--- src/rtl/alu_cmp_seq_pkg.sv ---
// Shared definitions for the byte-serial compare sequencer: FSM state
// encodings, the default operand width and the byte-index width helper.
package alu_cmp_seq_pkg;

   // Default operand width in bytes.
   localparam int NBYTES_DEF = 4;

   // Sequencer states; encodings are fixed so external observers can decode them.
   typedef enum logic [1:0] {
      ST_IDLE = 2'd0,
      ST_CMP  = 2'd1,
      ST_DONE = 2'd2
   } state_e;

   // Width of a byte index that must hold every value 1..nbytes.
   function automatic int idx_bits(input int nbytes);
      if (nbytes < 1) begin
         return 1;
      end else begin
         return $clog2(nbytes + 1);
      end
   endfunction

endpackage

--- src/rtl/alu_cmp_byte_mux.sv ---
// Selects byte[idx] (byte k = bits 8k:8k-7) from each operand. An index
// outside 1..NBYTES yields zero bytes so the comparator bus stays quiet.
module alu_cmp_byte_mux
   import alu_cmp_seq_pkg::*;
#(
   parameter int NBYTES = NBYTES_DEF
) (
   input  logic [8*NBYTES:1]          a_i,
   input  logic [8*NBYTES:1]          b_i,
   input  logic [idx_bits(NBYTES)-1:0] idx_i,
   output logic [7:0]                 a_byte_o,
   output logic [7:0]                 b_byte_o
);

   localparam int IDX_W = idx_bits(NBYTES);
   localparam logic [IDX_W-1:0] IDX_ONE = IDX_W'(1);
   localparam logic [IDX_W-1:0] IDX_MAX = IDX_W'(NBYTES);

   logic [7:0] a_bytes_s [1:NBYTES];
   logic [7:0] b_bytes_s [1:NBYTES];

   for (genvar k = 1; k <= NBYTES; k++) begin : g_bytes
      assign a_bytes_s[k] = a_i[8*k -: 8];
      assign b_bytes_s[k] = b_i[8*k -: 8];
   end

   // Pick the indexed byte pair, or zeros for an out-of-range index.
   always_comb begin
      a_byte_o = 8'h00;
      b_byte_o = 8'h00;
      if ((idx_i >= IDX_ONE) && (idx_i <= IDX_MAX)) begin
         a_byte_o = a_bytes_s[idx_i];
         b_byte_o = b_bytes_s[idx_i];
      end else begin
         a_byte_o = 8'h00;
         b_byte_o = 8'h00;
      end
   end

endmodule

--- src/rtl/alu_cmp_seq.sv ---
// Byte-serial equality compare of two NBYTES-wide operands through an
// external 8-bit comparator, most-significant byte first, stopping at the
// first mismatching byte. All outputs come straight from registers.
module alu_cmp_seq
   import alu_cmp_seq_pkg::*;
#(
   parameter int NBYTES = NBYTES_DEF
) (
   input  logic              clk,
   input  logic              rst,
   input  logic              start,
   input  logic [8*NBYTES:1] a_word,
   input  logic [8*NBYTES:1] b_word,
   output logic              busy,
   output logic              done,
   output logic              eq_flag,
   output logic [8:1]        cmp_a,
   output logic [8:1]        cmp_b,
   output logic              cmp_en,
   input  logic              cmp_eq
);

   localparam int IDX_W = idx_bits(NBYTES);
   localparam logic [IDX_W-1:0] IDX_ONE = IDX_W'(1);
   localparam logic [IDX_W-1:0] IDX_MAX = IDX_W'(NBYTES);

   state_e              state_q, state_d;
   logic [IDX_W-1:0]    idx_q, idx_d;
   logic [8*NBYTES:1]   a_q, a_d;
   logic [8*NBYTES:1]   b_q, b_d;
   logic                eq_q, eq_d;
   logic                busy_q;
   logic                done_q;
   logic                cmp_en_q;
   logic [7:0]          cmp_a_q;
   logic [7:0]          cmp_b_q;
   logic [7:0]          sel_a_s;
   logic [7:0]          sel_b_s;

   // The mux looks at next-state operands and index so the comparator
   // bytes can be registered and valid for the whole CMP cycle.
   alu_cmp_byte_mux #(
      .NBYTES (NBYTES)
   ) u_byte_mux (
      .a_i      (a_d),
      .b_i      (b_d),
      .idx_i    (idx_d),
      .a_byte_o (sel_a_s),
      .b_byte_o (sel_b_s)
   );

   // Next-state logic; cmp_eq is only consulted in CMP, where cmp_en is high.
   always_comb begin
      state_d = state_q;
      idx_d   = idx_q;
      a_d     = a_q;
      b_d     = b_q;
      eq_d    = eq_q;
      case (state_q)
         ST_IDLE: begin
            if (start) begin
               state_d = ST_CMP;
               a_d     = a_word;
               b_d     = b_word;
               idx_d   = IDX_MAX;
               eq_d    = 1'b0;
            end else begin
               state_d = ST_IDLE;
            end
         end
         ST_CMP: begin
            if (!cmp_eq) begin
               state_d = ST_DONE;
               eq_d    = 1'b0;
            end else if (idx_q > IDX_ONE) begin
               idx_d   = idx_q - IDX_ONE;
            end else begin
               state_d = ST_DONE;
               eq_d    = 1'b1;
            end
         end
         ST_DONE: begin
            state_d = ST_IDLE;
         end
         default: begin
            state_d = ST_IDLE;
         end
      endcase
   end

   // State, operand latches and registered outputs; rst abandons any compare.
   always_ff @(posedge clk or posedge rst) begin
      if (rst) begin
         state_q  <= ST_IDLE;
         idx_q    <= IDX_MAX;
         a_q      <= '0;
         b_q      <= '0;
         eq_q     <= 1'b0;
         busy_q   <= 1'b0;
         done_q   <= 1'b0;
         cmp_en_q <= 1'b0;
         cmp_a_q  <= 8'h00;
         cmp_b_q  <= 8'h00;
      end else begin
         state_q  <= state_d;
         idx_q    <= idx_d;
         a_q      <= a_d;
         b_q      <= b_d;
         eq_q     <= eq_d;
         busy_q   <= (state_d != ST_IDLE);
         done_q   <= (state_d == ST_DONE);
         cmp_en_q <= (state_d == ST_CMP);
         cmp_a_q  <= (state_d == ST_CMP) ? sel_a_s : 8'h00;
         cmp_b_q  <= (state_d == ST_CMP) ? sel_b_s : 8'h00;
      end
   end

   assign busy    = busy_q;
   assign done    = done_q;
   assign eq_flag = eq_q;
   assign cmp_en  = cmp_en_q;
   assign cmp_a   = cmp_a_q;
   assign cmp_b   = cmp_b_q;

endmodule

--- config.mk ---
export PLATFORM = sky130hd
export DESIGN_NAME = alu_cmp_seq
export DESIGN_NICKNAME = d
export VERILOG_FILES = /design/src/rtl/alu_cmp_seq_pkg.sv /design/src/rtl/alu_cmp_byte_mux.sv /design/src/rtl/alu_cmp_seq.sv
export SDC_FILE = /design/constraint.sdc
export NUM_CORES = 1
export LEC_CHECK = 0
export CAP_MARGIN = 25
export CORE_ASPECT_RATIO = 0.9
export CORE_MARGIN = 5
export CORE_UTILIZATION = 35
export DETAILED_ROUTE_END_ITERATION = 10
export MAX_ROUTING_LAYER = met4
export PLACE_DENSITY = 0.68
export SYNTH_ARGS = -nofsm -noshare
export SYNTH_HDL_FRONTEND = slang
export SYNTH_SLANG_ARGS = --single-unit
--- constraint.sdc ---
create_clock -name clk -period 5.6 [get_ports clk]
set_input_delay 1.12 -clock clk [delete_from_list [all_inputs] [get_ports clk]]
set_output_delay 1.12 -clock clk [all_outputs]
set_load 0.02 [all_outputs]
==> results.sh <==
export IMPL_clk_latency_ns=0.33
export IMPL_grt_pass1_vias=2834
export IMPL_min_path_type="flop to flop"
export IMPL_path_clk_slew_ns=0.07
export IMPL_relSlewSlack=0.320
export IMPL_portBuffers=87
export IMPL_vdd_drop_max_mv=0.215
export IMPL_postCtsSetupRepairBufs=0
export IMPL_wire_per_inst_um=17.6
export IMPL_tightest_slew_ns=1.02
export IMPL_min_period_ns=3.56
export IMPL_crit_arrival_ns=3.81
export IMPL_syn_nets=361
export IMPL_avgSynthCellArea_um2=13.7
export IMPL_rows=37
export IMPL_outcome="complete, no violations"
export IMPL_reg2reg_slack_ns=2.81
export IMPL_clock_path_buffers=2
export IMPL_syn_cell_area_um2=4000
export IMPL_p_per_area_nw_per_um2=545
export IMPL_drt_antenna_violating_nets=0
export IMPL_total_power_w=0.00286
export IMPL_final_net_count=442
export IMPL_cp_end_kind="flop"
export IMPL_worstHoldEndpoint="a_q[28]"
export IMPL_n_antenna_cell=0
export IMPL_drv_cap=0
export IMPL_gp_congestion=0.794
export IMPL_start_util=0.354
export IMPL_syn_to_final_growth_pct=31.5
export IMPL_fin_skew_ns=0.00632
export IMPL_r2r_end="cmp_a[8]"
export IMPL_synth_ff_latch_count=89
export IMPL_rsz0062_at_grt="false"
export IMPL_hold_buffers=0
export IMPL_firstDrtPassIters=4
export IMPL_yosys_area_top_type_share=0.551
export IMPL_tns_ns=0
export IMPL_hold_depth=2
export IMPL_path_max_fanout=67
export IMPL_worstSetupStartpointType="primary input"
export IMPL_dp_hpwl_um=6560
export IMPL_cts_max_level=3
export IMPL_fmax_mhz=281
export IMPL_via_per_inst=4.83
export IMPL_yosys_warnings=0
export IMPL_dieArea_um2=13700
export IMPL_drive_gt1_frac=0.265
export IMPL_cts_root_buf="clkbuf_16"
export IMPL_p_leak_nw=2.15
export IMPL_ios=88
export IMPL_worst_setup_path_type="primary input to flop"
export IMPL_r2r_cells=7
export IMPL_antenna_found_initial=0
export IMPL_finalHoldViolCount=0
export IMPL_grt_usage=0.148
export IMPL_holdWs_ns=0.479
export IMPL_cts_tree="yes"
export IMPL_hp_start="a_q[28]"
export IMPL_grt_max_degree=68
export IMPL_dieWidth_um=123
export IMPL_coreArea_um2=11300
export IMPL_finalCritPeriodShare=0.636
export IMPL_report_final_slew_viol_count=0
export IMPL_numCtsBuffers=9
export IMPL_grt_pass1_wl_um=15200
export IMPL_yosysSeqAreaShare=0.557
export IMPL_setup_viol=0
export IMPL_synthCells=291
export IMPL_clock_sinks=89
export IMPL_drc=0
export IMPL_r2r_start="idx_q[0]"
export IMPL_synth_area_top_cells="dfrtp_1 (55%), mux2_2 (14%), mux2i_1 (4.0%)"
export IMPL_wirelength_um=9380
export IMPL_drt_iter0_markers=101
export IMPL_grt_overflow=0
export IMPL_ys_types=39
export IMPL_yosys_area_top_type="dfrtp_1"
export IMPL_critPathRequiredTime_ns=5.85
export IMPL_vias=2577
export IMPL_cts_resized=0
export IMPL_die_h_um=111
synthesized netlist by cell type, drive strengths merged:
| cell type | number |
|---|---|
| a211o | 1 |
| nor3b | 1 |
| o21ai | 2 |
| and3 | 1 |
| nand2 | 6 |
| a31oi | 1 |
| xor2 | 1 |
| ha | 2 |
| inv | 20 |
| and3b | 3 |
| buf | 17 |
| mux2i | 17 |
| a221oi | 16 |
| o221ai | 16 |
| o211ai | 1 |
| nor3 | 1 |
| o21a | 1 |
| a21oi | 16 |
| a22oi | 1 |
| o21ba | 1 |
| nand2b | 1 |
| clkbuf | 3 |
| a21o | 16 |
| dfrtp | 88 |
| mux2 | 50 |
| or2 | 1 |
| nor2 | 5 |
| a311oi | 1 |
| dfstp | 1 |
state kept, by name, summed over array words and instances (netlist names):
register and flops:
idx_q 3, eq_flag 1, cmp_b 8, done 1, a_q 32, busy 1, cmp_a 8, cmp_en 1
b_q 32, state_q 2
cells by family (layout without fill, tap and decap cells):
| kind of cell | Yosys count | count (layout) | synth area share |
|---|---|---|---|
| flip-flops | 89 | 89 | 0.557 |
| AND/OR/NAND/NOR | 19 | 19 | 0.0297 |
| multiplexers | 67 | 67 | 0.187 |
| AO/OA/AOI/OAI | 73 | 73 | 0.168 |
| adder cells (fa/ha/maj) | 2 | 2 | 0.00626 |
| buffers and inverters | 40 | 126 | 0.0498 |
| XOR/XNOR | 1 | 1 | 0.00219 |
layer usage:
layer,part of all wire,wire length (um),vias up,track usage
met2,0.48,4470,62,0.228
met1,0.46,4350,1271,0.195
met5,0,0,-,-
met4,0.012,116,0,0.0351
li1,-,-,1232,-
met3,0.048,446,12,0.0386
stage by stage:
step                utilization  cell area, um2  cells  worst slack [ns]
CTS                       0.465            5260    533              2.03
finish                    0.465            5260    533              2.04
global placement          0.440            4970    517              1.73
floorplan                     -            4000    291              2.17
detailed placement        0.440            4970    517              1.66
global route              0.465            5260    533              1.84
how the worst max path moves through the flow:
stage	cells after the start	from	slack, ns	end
2_1_floorplan	1	rst	2.17	a_q[10]
3_3_place_gp	7	start	1.73	cmp_b[7]
4_1_cts	7	start	2.03	cmp_b[7]
5_1_grt	7	start	1.84	cmp_a[8]
3_5_place_dp	7	start	1.66	cmp_b[7]
6_report	7	start	2.04	cmp_b[7]
area by class of cell:
cell class / instances / area, um2
fillers: 1059 / 6040
flip-flops and latches: 89 / 2230
multi-input cells: 162 / 1580
repair buffers: 90 / 893
clock buffers: 10 / 239
well taps: 156 / 195
inverters: 20 / 76.3
clock inverters: 6 / 43.8
cell usage in the layout, fill, tap and decap left out, types with 2 or more instances in the layout:
cell,Yosys,routed
dfrtp_1,88,88
clkinv_2,0,2
clkbuf_16,0,9
clkdlybuf4s50_1,0,87
mux2i_1,16,16
mux2_2,49,49
a21oi_2,9,10
clkinvlp_4,0,4
a21o_1,16,16
o221ai_1,16,16
ha_1,2,2
nor2_1,4,4
inv_1,20,19
and3b_1,3,3
a21oi_1,7,6
nand2_1,5,5
a221oi_1,6,6
buf_4,4,3
a221oi_2,10,10
report_power, final:
part	internal [W]	switching, W
clock network	0.000313	0.000251
logic	0.000571	0.000682
registers	0.000945	0.000103
critical path, stage by stage:
cell	delay, ns
clkdlybuf4s50_1	0.50
nor3b_4	0.21
buf_4	0.75
a311oi_1	0.17
a31oi_4	0.62
a22oi_2	0.17
a221oi_2	0.24
Note: power is estimated with default switching activity, not from simulation.
